$ cat src/rtl/uart_tx_byte_feeder.sv
// Byte FIFO plus sequencer feeding the UART transmit controller one byte at a time.
// Optional macro UART_TX_FEEDER_LEVEL_EN adds o_Level and o_Almost_Full.
module uart_tx_byte_feeder #(
  parameter int FIFO_DEPTH     = 16,
  parameter int SYNC_STAGES    = 2,
  parameter int ACTIVE_TIMEOUT = 65535
) (
  input  logic       clk,
  input  logic       reset,
  input  logic       i_Wr_En,
  input  logic [7:0] i_Wr_Data,
  output logic       o_Full,
  output logic       o_Empty,
  output logic       o_Overflow,
  output logic [7:0] o_Tx_Byte,
  output logic       o_Tx_Ready,
  input  logic       i_Tx_Active,
  input  logic       i_Tx_Done,
  output logic       o_Busy
`ifdef UART_TX_FEEDER_LEVEL_EN
  ,
  output logic [$clog2(FIFO_DEPTH):0] o_Level,
  output logic                        o_Almost_Full
`endif
);

  localparam int AW = $clog2(FIFO_DEPTH);
  localparam int CW = AW + 1;

  typedef enum logic [1:0] {IDLE, LOAD, WAIT_ACTIVE, WAIT_DONE} state_t;

  state_t           state, state_next;
  logic [7:0]       mem [FIFO_DEPTH];
  logic [AW-1:0]    wr_ptr, rd_ptr;
  logic [CW-1:0]    count, count_next;
  logic [15:0]      timeout_cnt;
  logic [SYNC_STAGES-1:0] active_sync, done_sync;
  logic             done_prev;
  logic             active_s, done_rise;
  logic             pop, push;
  logic             ready_next, clr_timeout, inc_timeout;

  assign o_Full  = (count == CW'(FIFO_DEPTH));
  assign o_Empty = (count == '0);
  assign o_Busy  = (state != IDLE);

  // A pop in the same cycle frees a slot, so a write while full is still taken.
  assign pop  = (state == IDLE) && !o_Empty;
  assign push = i_Wr_En && (!o_Full || pop);

  always_comb begin
    count_next = count;
    if (push && !pop)      count_next = count + 1'b1;
    else if (pop && !push) count_next = count - 1'b1;
  end

  always_ff @(posedge clk) begin
    if (push) mem[wr_ptr] <= i_Wr_Data;
  end

  always_ff @(posedge clk or posedge reset) begin
    if (reset) begin
      wr_ptr     <= '0;
      rd_ptr     <= '0;
      count      <= '0;
      o_Overflow <= 1'b0;
      o_Tx_Byte  <= 8'h00;
    end else begin
      count <= count_next;
      if (push) wr_ptr <= wr_ptr + 1'b1;
      if (pop) begin
        rd_ptr    <= rd_ptr + 1'b1;
        o_Tx_Byte <= mem[rd_ptr];
      end
      if (i_Wr_En && !push) o_Overflow <= 1'b1;
    end
  end

  always_ff @(posedge clk or posedge reset) begin
    if (reset) begin
      active_sync <= '0;
      done_sync   <= '0;
      done_prev   <= 1'b0;
    end else begin
      active_sync <= {active_sync[SYNC_STAGES-2:0], i_Tx_Active};
      done_sync   <= {done_sync[SYNC_STAGES-2:0], i_Tx_Done};
      done_prev   <= done_sync[SYNC_STAGES-1];
    end
  end

  assign active_s  = active_sync[SYNC_STAGES-1];
  assign done_rise = done_sync[SYNC_STAGES-1] && !done_prev;

  // Handshake: o_Tx_Ready is a level request; o_Tx_Byte stays stable while it is
  // high and until the synchronised Done edge ends the frame.
  always_comb begin
    state_next  = state;
    ready_next  = 1'b0;
    clr_timeout = 1'b0;
    inc_timeout = 1'b0;
    case (state)
      IDLE: begin
        if (pop) state_next = LOAD;
      end
      LOAD: begin
        state_next  = WAIT_ACTIVE;
        ready_next  = 1'b1;
        clr_timeout = 1'b1;
      end
      WAIT_ACTIVE: begin
        if (active_s) begin
          state_next = WAIT_DONE;
        end else if (timeout_cnt == 16'(ACTIVE_TIMEOUT)) begin
          state_next = LOAD;
        end else begin
          ready_next  = 1'b1;
          inc_timeout = 1'b1;
        end
      end
      WAIT_DONE: begin
        if (done_rise) state_next = IDLE;
      end
      default: state_next = IDLE;
    endcase
  end

  always_ff @(posedge clk or posedge reset) begin
    if (reset) begin
      state       <= IDLE;
      o_Tx_Ready  <= 1'b0;
      timeout_cnt <= '0;
    end else begin
      state      <= state_next;
      o_Tx_Ready <= ready_next;
      if (clr_timeout)      timeout_cnt <= '0;
      else if (inc_timeout) timeout_cnt <= timeout_cnt + 1'b1;
    end
  end

`ifdef UART_TX_FEEDER_LEVEL_EN
  assign o_Level = count;

  always_ff @(posedge clk or posedge reset) begin
    if (reset) o_Almost_Full <= 1'b0;
    else       o_Almost_Full <= (count_next >= CW'(FIFO_DEPTH - 2));
  end
`endif

endmodule

$ cat config.mk
export PLATFORM = sky130hd
export DESIGN_NAME = uart_tx_byte_feeder
export DESIGN_NICKNAME = d
export VERILOG_FILES = /design/src/rtl/uart_tx_byte_feeder.sv
export SDC_FILE = /design/constraint.sdc
export NUM_CORES = 1
export LEC_CHECK = 0
export ABC_AREA = 1
export BUFFER_PORTS_ARGS = -buffer_cell sky130_fd_sc_hd__buf_2
export CORE_AREA = 4 4 151 153
export CTS_CLUSTER_SIZE = 16
export DETAILED_ROUTE_END_ITERATION = 7
export DIE_AREA = 0 0 155 157
export PLACE_DENSITY_LB_ADDON = 0.05
export SYNTH_ARGS = -nofsm -noshare
export SYNTH_HDL_FRONTEND = slang
export SYNTH_SLANG_ARGS = --single-unit
$ cat constraint.sdc
create_clock -name clk -period 3.81 [get_ports clk]
set_clock_uncertainty 0.2 [all_clocks]
set_input_delay 0.5715 -clock clk [delete_from_list [all_inputs] [get_ports clk]]
set_output_delay 0.5715 -clock clk [all_outputs]
set_load 0.01 [all_outputs]
==> impl.org <==
** Synth
- The synthesized netlist devotes 1.20% of its cell area to XOR and XNOR gates.
- The synthesized netlist devotes 2.44% of its cell area to adder and majority cells.
- Multiplexer share of the synthesized area :: 0.125%
- Mean area per synthesized cell :: 9.54 µm²
- After synthesis the cells add up to 0.00800 mm².
- Warnings from Yosys :: 0
- Area fraction of the dominant cell type after synthesis :: 48.1%
- Synthesized-area fraction occupied by ao, oa, aoi and oai cells :: 2.21%
- The number of nets in the synthesized netlist is 866.
- Sorting the synthesized cells by area gives the leading types as sky130_fd_sc_hd__edfxtp_1 48%, sky130_fd_sc_hd__dfrtp_1 14%, sky130_fd_sc_hd__nand2_1 12%.
- The largest total area in the synthesized netlist belongs to sky130_fd_sc_hd__edfxtp_1.
- Mapped Cells :: 838
- After synthesis, the largest family of logic cells by area is simple AND/OR/NAND/NOR gates.
- Synthesis-stage register bit count :: 174
- After synthesis, flip-flops and latches occupy 62.5% of the total area.
- Synth unique cells :: 31
- After Yosys synthesis, and, or, nand and nor cells account for 23.4% of the synthesized area.

** STA
- Setup total negative slack :: 0 ns
- Static timing analysis puts the maximum clock frequency at 350 MHz.
- For the pin with the worst max-slew slack, the measured transition is 1.19 ns.
- In the finished design, the share of the clock period the worst path needs comes to 75.0%.
- Headroom to the max-slew limit came out at 20.6%.
- Setup repair after global routing left no endpoint under its margin.
- Number of pins exceeding their max-slew limit in the final report :: 0
- After layout, the minimum clock period comes to 2.86 ns.
- The hold violation total from the final report was 0.
- Setup-failing EPs final :: 0

** Outcome
- Result of the run :: finished, final reports clean

** Clocking
- CTS placed an instance of sky130_fd_sc_hd__clkbuf_16 at the clock tree root.
- Clock-pin slew on the worst setup and hold paths :: 0.06 ns
- Quantity of gates resized following cts :: 0
- Clock tree synthesis inserted a total of 17 buffers.
- CTS tree :: done
- The tree built by TritonCTS fans out to 174 sinks.
- Maximum root-to-sink buffer count :: 2
- Clock H-tree levels :: 4
- Buffers inserted to repair hold after CTS numbered 0.
- Setup repair bufs after CTS :: 0
- The later pin in the worst-skew pair is clocked with a latency of 0.42 ns.

** Pwr
- Power spread over the standard cell area amounts to 720 mW/mm².
- Summed over all cells, the static leakage comes to 3.96 nW.
- Worst VDD drop :: 0.373 mV

** Drt
- Total Wirelength :: 19500 µm
- After detailed routing, the number of remaining DRC violations is 0.
- In this run the remaining antenna-violating nets after routing total 0.
- Average detailed-routed wire length per instance :: 17.0 µm
- The routed layout has 5483 vias.
- Before antenna repair, the detailed router went through 5 iterations.
- After detailed routing, the number of vias per cell comes to 4.78.
- The detailed router finished its first iteration with 337 violations.

** Finish
- Leaving out fill and tap cells, the most frequent cell in the layout is sky130_fd_sc_hd__nand2_1.
- The top cell types in the final layout, fill and taps aside, are 263 x sky130_fd_sc_hd__nand2_1, 130 x sky130_fd_sc_hd__inv_1, 128 x sky130_fd_sc_hd__edfxtp_1.
- Fill cells in the final layout number 2085.
- # nets final :: 883
- Relative to the synthesized area, the layout overhead comes to 11.6%.
- Ant. Diodes :: 0
- After routing the design area is 0.00893 mm².
- Fraction of final layout cells sized beyond drive strength 1 :: 7.60%

** Die
- For this design the top-level I/O count stands at 26.
- Count of standard-cell rows :: 54
- Initial Utilization :: 37.1%
- The die is 157 µm tall.
- Full die area :: 0.0243 mm²
- The floorplan step defined a core boundary enclosing 0.0216 mm².
- Width of the die :: 155 µm

** GRT
- Global-route wire length before repair :: 31300 µm
- Global routing used 16.9% of the available tracks.
- The number of antenna violations at the first check in global routing is 0.
- Largest net degree at the start of global routing :: 67
- Aggregate global routing overflow :: 0
- The number of global-route vias before repair was 5518.

** Worst hold path
- Tightest Hold Check Type :: in2reg
- Hold Path Depth :: 1

** Critical path
- Kind of start point of the critical path :: flop
- Register-to-Register Path Depth :: 15
- STA classifies the critical path endpoint as a flop.
- Among all stages on the critical path, the largest delay is contributed by sky130_fd_sc_hd__dfrtp_1.
- The largest single stage delay on the critical path is 0.43 ns.
- Data arrival time of the worst path :: 2.97 ns
- Category of the critical setup timing path :: reg2reg
- Worst-path cell chain :: nor2_1 -> nand3_1 -> nor2_1 -> nand2_1 -> nand2_1 -> inv_2 -> ha_1 -> inv_1 -> ha_1 -> a21oi_1 -> nand2_1 -> a21oi_1 -> o21ai_0 -> nand2_1 -> nand2_1
- Of all nets on the critical path, the largest fanout is 10.
- Worst path required time :: 3.92 ns
- In this design, the critical path's most frequently occurring cell is sky130_fd_sc_hd__nand2_1.

** Flow run
- Max-Cap Viols :: 0

** Placed design
- Routability cong. :: 0.878
- During placement, the flow inserted port buffers numbering 25.
- Standard cell area after detailed placement :: 0.00835 mm²
- Post-detailed-placement half-perimeter wirelength :: 12800 µm
==> cell type report <==
cell class / count / area (µm²) / share of cell area (%)
sequential: 174 / 5000 / 56.0
multi-input combinational: 499 / 2350 / 26.3
inverter: 136 / 510 / 5.72
clock buffer: 19 / 433 / 4.85
tap: 280 / 350 / 3.92
clock inverter: 13 / 148 / 1.65
timing repair buffer: 27 / 140 / 1.57
==> metal layers <==
layer | global-route usage [%] | part of all wire [%] | routed length [µm]
met2 | 27.6 | 49 | 9500
met1 | 22.6 | 46 | 8990
met4 | 5.68 | 2.3 | 453
met5 | 0 | 0 | 0
met3 | 3.38 | 3.0 | 589
==> critical path, delay by kind of cell, from the launching register on <==
kind / cells / cell delay (ns)
AND/OR/NAND/NOR: 8 / 0.89
adder cells (fa/ha/maj): 2 / 0.50
AO/OA/AOI/OAI: 3 / 0.45
flip-flops: 1 / 0.43
buffers and inverters: 2 / 0.28
==> power breakdown <==
group | internal [mW] | switching, mW | total, mW | leakage, nW
logic | 0.633 | 1.57 | 2.20 | 1.95
registers | 2.32 | 0.178 | 2.50 | 1.74
clock network | 1.02 | 0.708 | 1.73 | 0.273
==> metrics by stage <==
| stage | instances | hold WS (ns) | total power, mW | utilization (%) | setup slack (ns) |
|---|---|---|---|---|---|
| global placement | 1116 | 0.139 | 4.70 | 38.7 | 1.10 |
| CTS | 1148 | 0.0282 | 6.48 | 41.4 | 0.986 |
| finish | 1148 | 0.0525 | 6.43 | 41.4 | 0.952 |
| global route | 1148 | 0.0305 | 6.88 | 41.4 | 0.466 |
| floorplan | 838 | 0.131 | 4.03 | - | 1.23 |
| detailed placement | 1116 | 0.144 | 4.74 | 38.7 | 1.00 |
==> sequential cells by signal (all words and copies together), names as in the netlist, 2 cells and up <==
name         cells
mem            128
rd_ptr           4
timeout_cnt     16
wr_ptr           4
active_sync      2
count            5
done_sync        2
o_Tx_Byte        8
state            2
==> final timing paths <==
kind	startpoint	to	slack, ns
max in group asynchronous	reset	rd_ptr[0]	2.56
min reg2reg	done_sync[0]	done_sync[1]	0.16
max reg2reg	count[0]	count[4]	0.95
min in group asynchronous	reset	done_sync[0]	0.18
max	count[0]	count[4]	0.95
min	i_Tx_Done	done_sync[0]	0.05
==> synthesized netlist by cell type <==
cell                         n
sky130_fd_sc_hd__inv_2       1
sky130_fd_sc_hd__o21ai_0    18
sky130_fd_sc_hd__o21ai_1     5
sky130_fd_sc_hd__nand2_2     1
sky130_fd_sc_hd__edfxtp_1  128
sky130_fd_sc_hd__nand4_4     1
sky130_fd_sc_hd__inv_1     132
sky130_fd_sc_hd__xnor2_1     2
sky130_fd_sc_hd__buf_2      21
sky130_fd_sc_hd__nor3_1      1
sky130_fd_sc_hd__a21boi_0    2
sky130_fd_sc_hd__nand2_1   263
sky130_fd_sc_hd__nand2_4     1
sky130_fd_sc_hd__nor2_2      1
sky130_fd_sc_hd__mux2i_1     1
sky130_fd_sc_hd__xor2_1      9
sky130_fd_sc_hd__nand3_1   125
sky130_fd_sc_hd__nand4_1     3
sky130_fd_sc_hd__nor2_1     39
sky130_fd_sc_hd__dfrtp_1    46
sky130_fd_sc_hd__clkinv_1    3
sky130_fd_sc_hd__nand3_2     2
sky130_fd_sc_hd__buf_6       1
sky130_fd_sc_hd__o211ai_1    1
sky130_fd_sc_hd__ha_1       14
sky130_fd_sc_hd__a31o_2      1
sky130_fd_sc_hd__clkbuf_1    6
sky130_fd_sc_hd__nor2_4      2
sky130_fd_sc_hd__fa_1        1
sky130_fd_sc_hd__a21oi_1     6
sky130_fd_sc_hd__buf_1       1
==> cell families after synthesis <==
group | count (synthesis)
AO/OA/AOI/OAI | 33
XOR/XNOR | 11
adder cells (fa/ha/maj) | 15
buffers and inverters | 165
flip-flops | 174
multiplexers | 1
AND/OR/NAND/NOR | 439
Power figures use the tool's default switching activity.
